`config.mk`:
```
export PLATFORM = sky130hd
export DESIGN_NAME = instruction_decode
export DESIGN_NICKNAME = d
export VERILOG_FILES = /design/src/rtl/instruction_decode.sv
export SDC_FILE = /design/constraint.sdc
export NUM_CORES = 1
export LEC_CHECK = 0
export BUFFER_PORTS_ARGS = -buffer_cell sky130_fd_sc_hd__buf_4
export CAP_MARGIN = 20
export CORE_ASPECT_RATIO = 0.9
export CORE_MARGIN = 2
export CORE_UTILIZATION = 38
export CTS_BUF_LIST = sky130_fd_sc_hd__clkbuf_4 sky130_fd_sc_hd__clkbuf_8 sky130_fd_sc_hd__clkbuf_16
export DETAILED_ROUTE_END_ITERATION = 8
export MAX_ROUTING_LAYER = met4
export PLACE_DENSITY = 0.91
export SYNTH_ARGS = -nofsm -noshare
export SYNTH_HDL_FRONTEND = slang
export SYNTH_SLANG_ARGS = --single-unit
```
`constraint.sdc`:
```
create_clock -name clk -period 1.2 [get_ports clk]
set_input_delay 0.12 -clock clk [delete_from_list [all_inputs] [get_ports clk]]
set_output_delay 0.12 -clock clk [all_outputs]
set_load 0.05 [all_outputs]
```
`src/rtl/instruction_decode.sv`:
```
// Registered MIPS32 instruction splitter: slices R/I/J fields, classifies the
// format, sign-extends imm16 and flags encodings outside the supported subset.
module instruction_decode (
   input  logic        clk,
   input  logic        reset,
   input  logic [31:0] instr,
   output logic [5:0]  opcode,
   output logic [4:0]  rs,
   output logic [4:0]  rt,
   output logic [4:0]  rd,
   output logic [4:0]  shamt,
   output logic [5:0]  funct,
   output logic [15:0] imm16,
   output logic [25:0] address,
   output logic [31:0] imm32,
   output logic [1:0]  fmt,
   output logic        illegal
);

   localparam int unsigned OP_W  = 6;
   localparam int unsigned FMT_W = 2;

   localparam logic [OP_W-1:0] OP_RTYPE = 6'h00;
   localparam logic [OP_W-1:0] OP_J     = 6'h02;
   localparam logic [OP_W-1:0] OP_JAL   = 6'h03;
   localparam logic [OP_W-1:0] OP_BEQ   = 6'h04;
   localparam logic [OP_W-1:0] OP_BNE   = 6'h05;
   localparam logic [OP_W-1:0] OP_ADDI  = 6'h08;
   localparam logic [OP_W-1:0] OP_XORI  = 6'h0E;
   localparam logic [OP_W-1:0] OP_LW    = 6'h23;
   localparam logic [OP_W-1:0] OP_SW    = 6'h2B;

   localparam logic [OP_W-1:0] FN_JR    = 6'h08;
   localparam logic [OP_W-1:0] FN_ADD   = 6'h20;
   localparam logic [OP_W-1:0] FN_SUB   = 6'h22;
   localparam logic [OP_W-1:0] FN_SLT   = 6'h2A;

   localparam logic [FMT_W-1:0] FMT_R = 2'b00;
   localparam logic [FMT_W-1:0] FMT_I = 2'b01;
   localparam logic [FMT_W-1:0] FMT_J = 2'b10;

   logic [OP_W-1:0]  op_c;
   logic [OP_W-1:0]  fn_c;
   logic [FMT_W-1:0] fmt_c;
   logic             illegal_c;

   assign op_c = instr[31:26];
   assign fn_c = instr[5:0];

   // Format class and supported-set check; the all-zero NOP is legal on its own.
   always_comb begin
      fmt_c     = FMT_I;
      illegal_c = 1'b1;
      case (op_c)
         OP_RTYPE: begin
            fmt_c = FMT_R;
            case (fn_c)
               FN_ADD, FN_SUB, FN_SLT, FN_JR: illegal_c = 1'b0;
               default:                       illegal_c = (instr != 32'h0000_0000);
            endcase
         end
         OP_J, OP_JAL: begin
            fmt_c     = FMT_J;
            illegal_c = 1'b0;
         end
         OP_BEQ, OP_BNE, OP_ADDI, OP_XORI, OP_LW, OP_SW: illegal_c = 1'b0;
         default: illegal_c = 1'b1;
      endcase
   end

   always_ff @(posedge clk) begin
      if (reset) begin
         opcode  <= '0;
         rs      <= '0;
         rt      <= '0;
         rd      <= '0;
         shamt   <= '0;
         funct   <= '0;
         imm16   <= '0;
         address <= '0;
         imm32   <= '0;
         fmt     <= FMT_R;
         illegal <= 1'b0;
      end else begin
         opcode  <= op_c;
         rs      <= instr[25:21];
         rt      <= instr[20:16];
         rd      <= instr[15:11];
         shamt   <= instr[10:6];
         funct   <= fn_c;
         imm16   <= instr[15:0];
         address <= instr[25:0];
         imm32   <= {{16{instr[15]}}, instr[15:0]};
         fmt     <= fmt_c;
         illegal <= illegal_c;
      end
   end

endmodule

```
==> results.json, run 1 <==
{
  "post-route-period-util_pct": 90.14,
  "slowest_delay_ps": 450,
  "critPathMaxFanout": 20,
  "cpMaxStageDelayCell": "dfxtp_4",
  "syn_nets": 205,
  "cp_top_family": "flip-flops",
  "tightest_slew_ps": 417.3,
  "post_cts_buffers": 0,
  "tritoncts": "built",
  "path_depth": 1,
  "power.density_mw_per_mm2": 1473,
  "via_per_inst": 4.259,
  "synth-seq-area-share_pct": 42.14,
  "finalSetupViolCount": 0,
  "die_x_um": 73.73,
  "finalMaxSlewViolations": 0,
  "synthToLayoutAreaGrowth_pct": 41.61,
  "crit_chain": "buf_4",
  "arrival_ps": 960,
  "required_ps": 1080,
  "clockBufferDepth": 2,
  "stdcell_area_mm2": 0.002355,
  "synth_largest_area_cell": "dfxtp_1",
  "start_util_pct": 40.27,
  "criticalPathCategory": "reg -> out",
  "rsz0062_at_grt": "no",
  "maxSlewHeadroom_pct": 71.92,
  "die_area_mm2": 0.004922,
  "htree_num_levels": 2,
  "power.total_mw": 3.468,
  "drv_cap": 0,
  "grt.overflow.total": 0,
  "synthCells": 171,
  "setup_slack_ps": 118.3,
  "netlist.area_leader.share_pct": 42.14,
  "hold_depth": 2,
  "dr.pass1.iters": 4,
  "io_buffers": 142,
  "cp-start-kind": "register",
  "cts_buffers": 5,
  "grt_use_total_pct": 15.22,
  "grt_pass1_vias": 1149,
  "dpl_cell_area_mm2": 0.002246,
  "ir_drop_mv": 0.7567,
  "diodes": 0,
  "wirelength_um": 3817,
  "pin_count": 143,
  "synth_seq_cells": 35,
  "critPathBufInv": 1,
  "whs_ps": 63.20,
  "hpwlAfterDp_um": 3170,
  "ant_nets": 0,
  "nNetsFinal": 280,
  "fmax_mhz": 924.5,
  "grt_max_degree": 21,
  "drc": 0,
  "fillers": 400,
  "p_leak_nw": 1.201,
  "cts_root_buf": "clkbuf_8",
  "clock-sinks": 35,
  "yosys_warnings": 0,
  "hold_path.class": "in -> reg",
  "rows": 22,
  "num_vias": 1252,
  "drtIter0Drc": 39,
  "pre_cts_ws_ps": -38.67,
  "syn_avg_cell_area_um2": 9.724,
  "die_y_um": 66.76,
  "grt_antenna_before_repair": 0,
  "place.gp.congestion": 0.6995,
  "status": "finished, final reports clean",
  "endpoint_kind": "output port",
  "synth.area.top_cells": "dfxtp_1 42%, buf_4 33%, nor2b_1 11%, nor4_1 1.9%, o221ai_2 0.90%",
  "core_area_mm2": 0.004129,
  "period_minus_slack_ps": 1082,
  "clk_pin_slew_ps": 70,
  "routedWlPerCell_um": 12.98,
  "grt_pass1_wl_um": 5478,
  "syn_area_mm2": 0.001663,
  "drive_gt1_share_pct": 64.23,
  "ys_types": 26,
  "report.final.hold_viol_count": 0,
  "cts_hold_buf": 0
}
## what timing repair did
action | CTS | global route
hold endpoints to repair | 0 | 0
resized for setup | 1 | 0
setup endpoints to repair | 20 | 0
## kinds of logic (layout without fill, tap and decap cells)
group	count (synthesis)	after routing	synth area share, %
AO/OA/AOI/OAI	5	5	2.558
XOR/XNOR	1	1	0.5268
buffers and inverters	78	153	34.31
flip-flops	35	35	42.14
multiplexers	1	1	0.6020
AND/OR/NAND/NOR	51	51	19.87
## sequential cells by signal, summed over array words and instances, names as in the netlist
register and count:
opcode 6, funct 5, rs 5, address 4, rd 4, rt 4
shamt 4, fmt 2, illegal 1
## metal layers
layer	share of wire [%]	vias up	track usage [%]
met2	55	71	28.01
met4	0.92	0	5.909
li1	-	617	-
met1	36	560	15.31
met3	8.1	4	3.933
met5	0	-	-
## area by class of cell
class                   count  area [um2]  area share [%]
repair buffers            145        1089           46.23
flip-flops and latches     35       704.4           29.91
multi-input cells          58       391.6           16.63
clock buffers               6       76.32           3.241
well taps                  48       60.06           2.550
clock inverters             1       30.03           1.275
inverters                   1       3.754          0.1594
## through the flow
stage               setup TNS [ps]  cells  util [%]
finish                           0    294     57.03
global route                     0    294     57.03
CTS                              0    294     57.03
detailed placement          -38.67    287     54.39
global placement            -89.31    287     54.39
floorplan                        0    171         -
## cell usage after synthesis
| cell type | instances |
|---|---|
| buf_4 | 74 |
| dfxtp_1 | 35 |
| nor2b_1 | 30 |
| nor4_1 | 5 |
| clkbuf_1 | 3 |
| nor2_1 | 2 |
| nor3_1 | 2 |
| or3_1 | 2 |
| a21oi_1 | 1 |
| a31oi_1 | 1 |
| and2_1 | 1 |
| and2b_1 | 1 |
| and4bb_1 | 1 |
| inv_1 | 1 |
| mux2i_1 | 1 |
| nand2_1 | 1 |
| nand2b_1 | 1 |
| nand4_1 | 1 |
| nor2b_2 | 1 |
| nor3_2 | 1 |
| nor4_2 | 1 |
| o211ai_1 | 1 |
| o21ai_2 | 1 |
| o221ai_2 | 1 |
| or2b_1 | 1 |
| xnor2_1 | 1 |
## placed cells by master, fill, tap and decap left out
master / n
buf_4: 145
dfxtp_1: 34
nor2b_1: 30
nor4_1: 5
clkbuf_8: 5
or3_1: 2
nor3_1: 2
nor2_1: 2
nor4_2: 1
nand2b_1: 1
a21oi_1: 1
nor2b_2: 1
and2_1: 1
nand4_1: 1
nand2_1: 1
nor3_2: 1
and2b_1: 1
xnor2_1: 1
o211ai_1: 1
mux2i_1: 1
or2b_1: 1
inv_1: 1
and4bb_1: 1
a31oi_1: 1
o221ai_2: 1
o21ai_2: 1
dfxtp_4: 1
clkbuf_4: 1
bufinv_16: 1
## power by group
| part | switching [mW] | total [mW] | internal (mW) |
|---|---|---|---|
| Combinational | 0.835 | 1.19 | 0.356 |
| Clock | 0.372 | 1.00 | 0.631 |
| Sequential | 0.0502 | 1.27 | 1.22 |
| Total | 1.26 | 3.47 | 2.21 |
## path summary, 6_finish.rpt
kind	start	to	slack, ps
hold / removal	instr[4]	funct[4]	60
setup / recovery	address[15]	imm32[21]	120
(Power assumes the default switching activity.)
==> inputs of run 2 (changes only) <==
--- a/config.mk
+++ b/config.mk
@@ -7,9 +7,10 @@
 export LEC_CHECK = 0
 export BUFFER_PORTS_ARGS = -buffer_cell sky130_fd_sc_hd__buf_4
-export CAP_MARGIN = 20
+export CAP_MARGIN = 30
 export CORE_ASPECT_RATIO = 0.9
 export CORE_MARGIN = 2
 export CORE_UTILIZATION = 38
 export CTS_BUF_LIST = sky130_fd_sc_hd__clkbuf_4 sky130_fd_sc_hd__clkbuf_8 sky130_fd_sc_hd__clkbuf_16
+export CTS_CLUSTER_DIAMETER = 120
 export DETAILED_ROUTE_END_ITERATION = 8
 export MAX_ROUTING_LAYER = met4
==> constraint.sdc (replaced) <==
create_clock -name clk -period 1.2 [get_ports clk]
set_input_delay 0.12 -clock clk [delete_from_list [all_inputs] [get_ports clk]]
set_output_delay 0.12 -clock clk [all_outputs]
set_load 0.01 [all_outputs]
==> run 2 against run 1 <==
Against the previous run:
- die area did not move
- cell count rose by 0.34%
- first-iteration DRC count fell by 31%
- fmax rose by 2.2%
- worst setup slack improved by 23 ps
- power fell by 22%
- non-clock buffer count rose by 1
- global-route usage fell by 0.76 points
- final area fell by 0.64%
- via count rose by 0.48%
- largest power group unchanged
- highest routed layer unchanged
==> results.json, run 2 (synthesis results as in run 1) <==
{
  "start_util_pct": 40.27,
  "ir_drop_mv": 0.8670,
  "grt_max_degree": 21,
  "post_cts_buffers": 0,
  "sequentialPowerShare_pct": 46.9,
  "period_minus_slack_ps": 1059,
  "clk_pin_slew_ps": 70,
  "criticalPathCategory": "reg -> out",
  "drv_cap": 0,
  "place.gp.congestion": 0.7140,
  "cp-start-kind": "register",
  "cts_hold_buf": 0,
  "power.total_mw": 2.698,
  "pin_count": 143,
  "critPathMaxFanout": 20,
  "die_y_um": 66.76,
  "netSwitchingPower_uw": 680.3,
  "die_x_um": 73.73,
  "p_int_mw": 2.018,
  "status": "finished, final reports clean",
  "endpoint_kind": "output port",
  "hpwlAfterDp_um": 3124,
  "grt_use_total_pct": 14.46,
  "pre_cts_ws_ps": 6.180,
  "required_ps": 1080,
  "finalMaxSlewViolations": 0,
  "ant_nets": 0,
  "grt_pass1_vias": 1079,
  "via_per_inst": 4.264,
  "grt_pass1_wl_um": 5161,
  "drive_gt1_share_pct": 63.97,
  "grtUsageMet1_pct": 14.91,
  "grtUsageMet2_pct": 26.45,
  "power.density_mw_per_mm2": 1153,
  "wirelength_um": 3703,
  "layout_common_cells": "146 x buf_4, 35 x dfxtp_1, 30 x nor2b_1, 6 x clkbuf_8, 5 x nor4_1",
  "tritoncts": "built",
  "pwr-share-clk_pct": 30.9,
  "drc": 0,
  "post-route-period-util_pct": 88.22,
  "clockBufferDepth": 2,
  "grt_use_met3_pct": 3.933,
  "clock-sinks": 35,
  "fin_cells": 295,
  "hold_path.class": "in -> reg",
  "fin_util_pct": 56.67,
  "dr.pass1.iters": 4,
  "pwr-share-comb_pct": 22.2,
  "maxSlewHeadroom_pct": 76.67,
  "cts_buffers": 5,
  "grt_antenna_before_repair": 0,
  "largest_reg_flops": 6,
  "rows": 22,
  "num_vias": 1258,
  "p_sw_share_pct": 25.22,
  "stdcell_area_mm2": 0.002340,
  "whs_ps": 55.62,
  "finalSetupViolCount": 0,
  "routedWlPerCell_um": 12.55,
  "final_common_cell": "buf_4",
  "io_buffers": 142,
  "dpl_cell_area_mm2": 0.002252,
  "largest_register": "opcode",
  "diodes": 0,
  "grt.overflow.total": 0,
  "nNetsFinal": 281,
  "rsz0062_at_grt": "no",
  "htree_num_levels": 2,
  "p_leak_nw": 1.198,
  "dp.cells": 288,
  "setup_slack_ps": 141.3,
  "die_area_mm2": 0.004922,
  "setup_tns_ps": 0,
  "fmax_mhz": 944.6,
  "core_area_mm2": 0.004129,
  "cts_resized": 0,
  "top_usage_layer": "met2",
  "drtIter0Drc": 27,
  "synthToLayoutAreaGrowth_pct": 40.71,
  "reg.largest.list": "opcode: 6 flops, funct: 5 flops, rs: 5 flops",
  "arrival_ps": 940,
  "report.final.hold_viol_count": 0,
  "cts_root_buf": "clkbuf_8",
  "tightest_slew_ps": 346.7
}
-- run 2: cell types whose count changed in the layout (fill, tap and decap cells not counted), sizes merged --
cell    delta
buf        +1
bufinv     -1
clkinv     +1
-- run 2: per-layer routing --
layer  share of wire [%]  vias up
met4                 1.1        0
met2                  55       73
met3                 8.7        5
li1                    -      622
met5                   0        -
met1                  35      558
-- run 2: path summary, 6_finish.rpt --
path | from | end | cells past startpoint
worst max-delay path | address[15] | imm32[28] | 2
worst min-delay path | instr[4] | funct[4] | 2
-- run 2: layout make-up --
type,count,area (um2)
fillers,377,1789
inverters,1,3.754
clock buffers,6,82.58
flip-flops and latches,35,700.7
repair buffers,146,1096
multi-input cells,58,391.6
well taps,48,60.06
clock inverters,1,5.005
-- run 2: worst max-delay path, cell delays in order, from the launching register on --
cell	delay [ps]
dfxtp_1	310
buf_4	200
buf_4	150
-- run 2: power by group through the flow --
stage | combinational [mW] | sequential [mW] | clock (mW)
2_1_floorplan | 0.326 | 1.32 | 0
3_3_place_gp | 0.595 | 1.29 | 0
3_5_place_dp | 0.606 | 1.29 | 0
4_1_cts | 0.607 | 1.27 | 0.857
5_1_grt | 0.641 | 1.27 | 0.924
6_report | 0.598 | 1.27 | 0.835
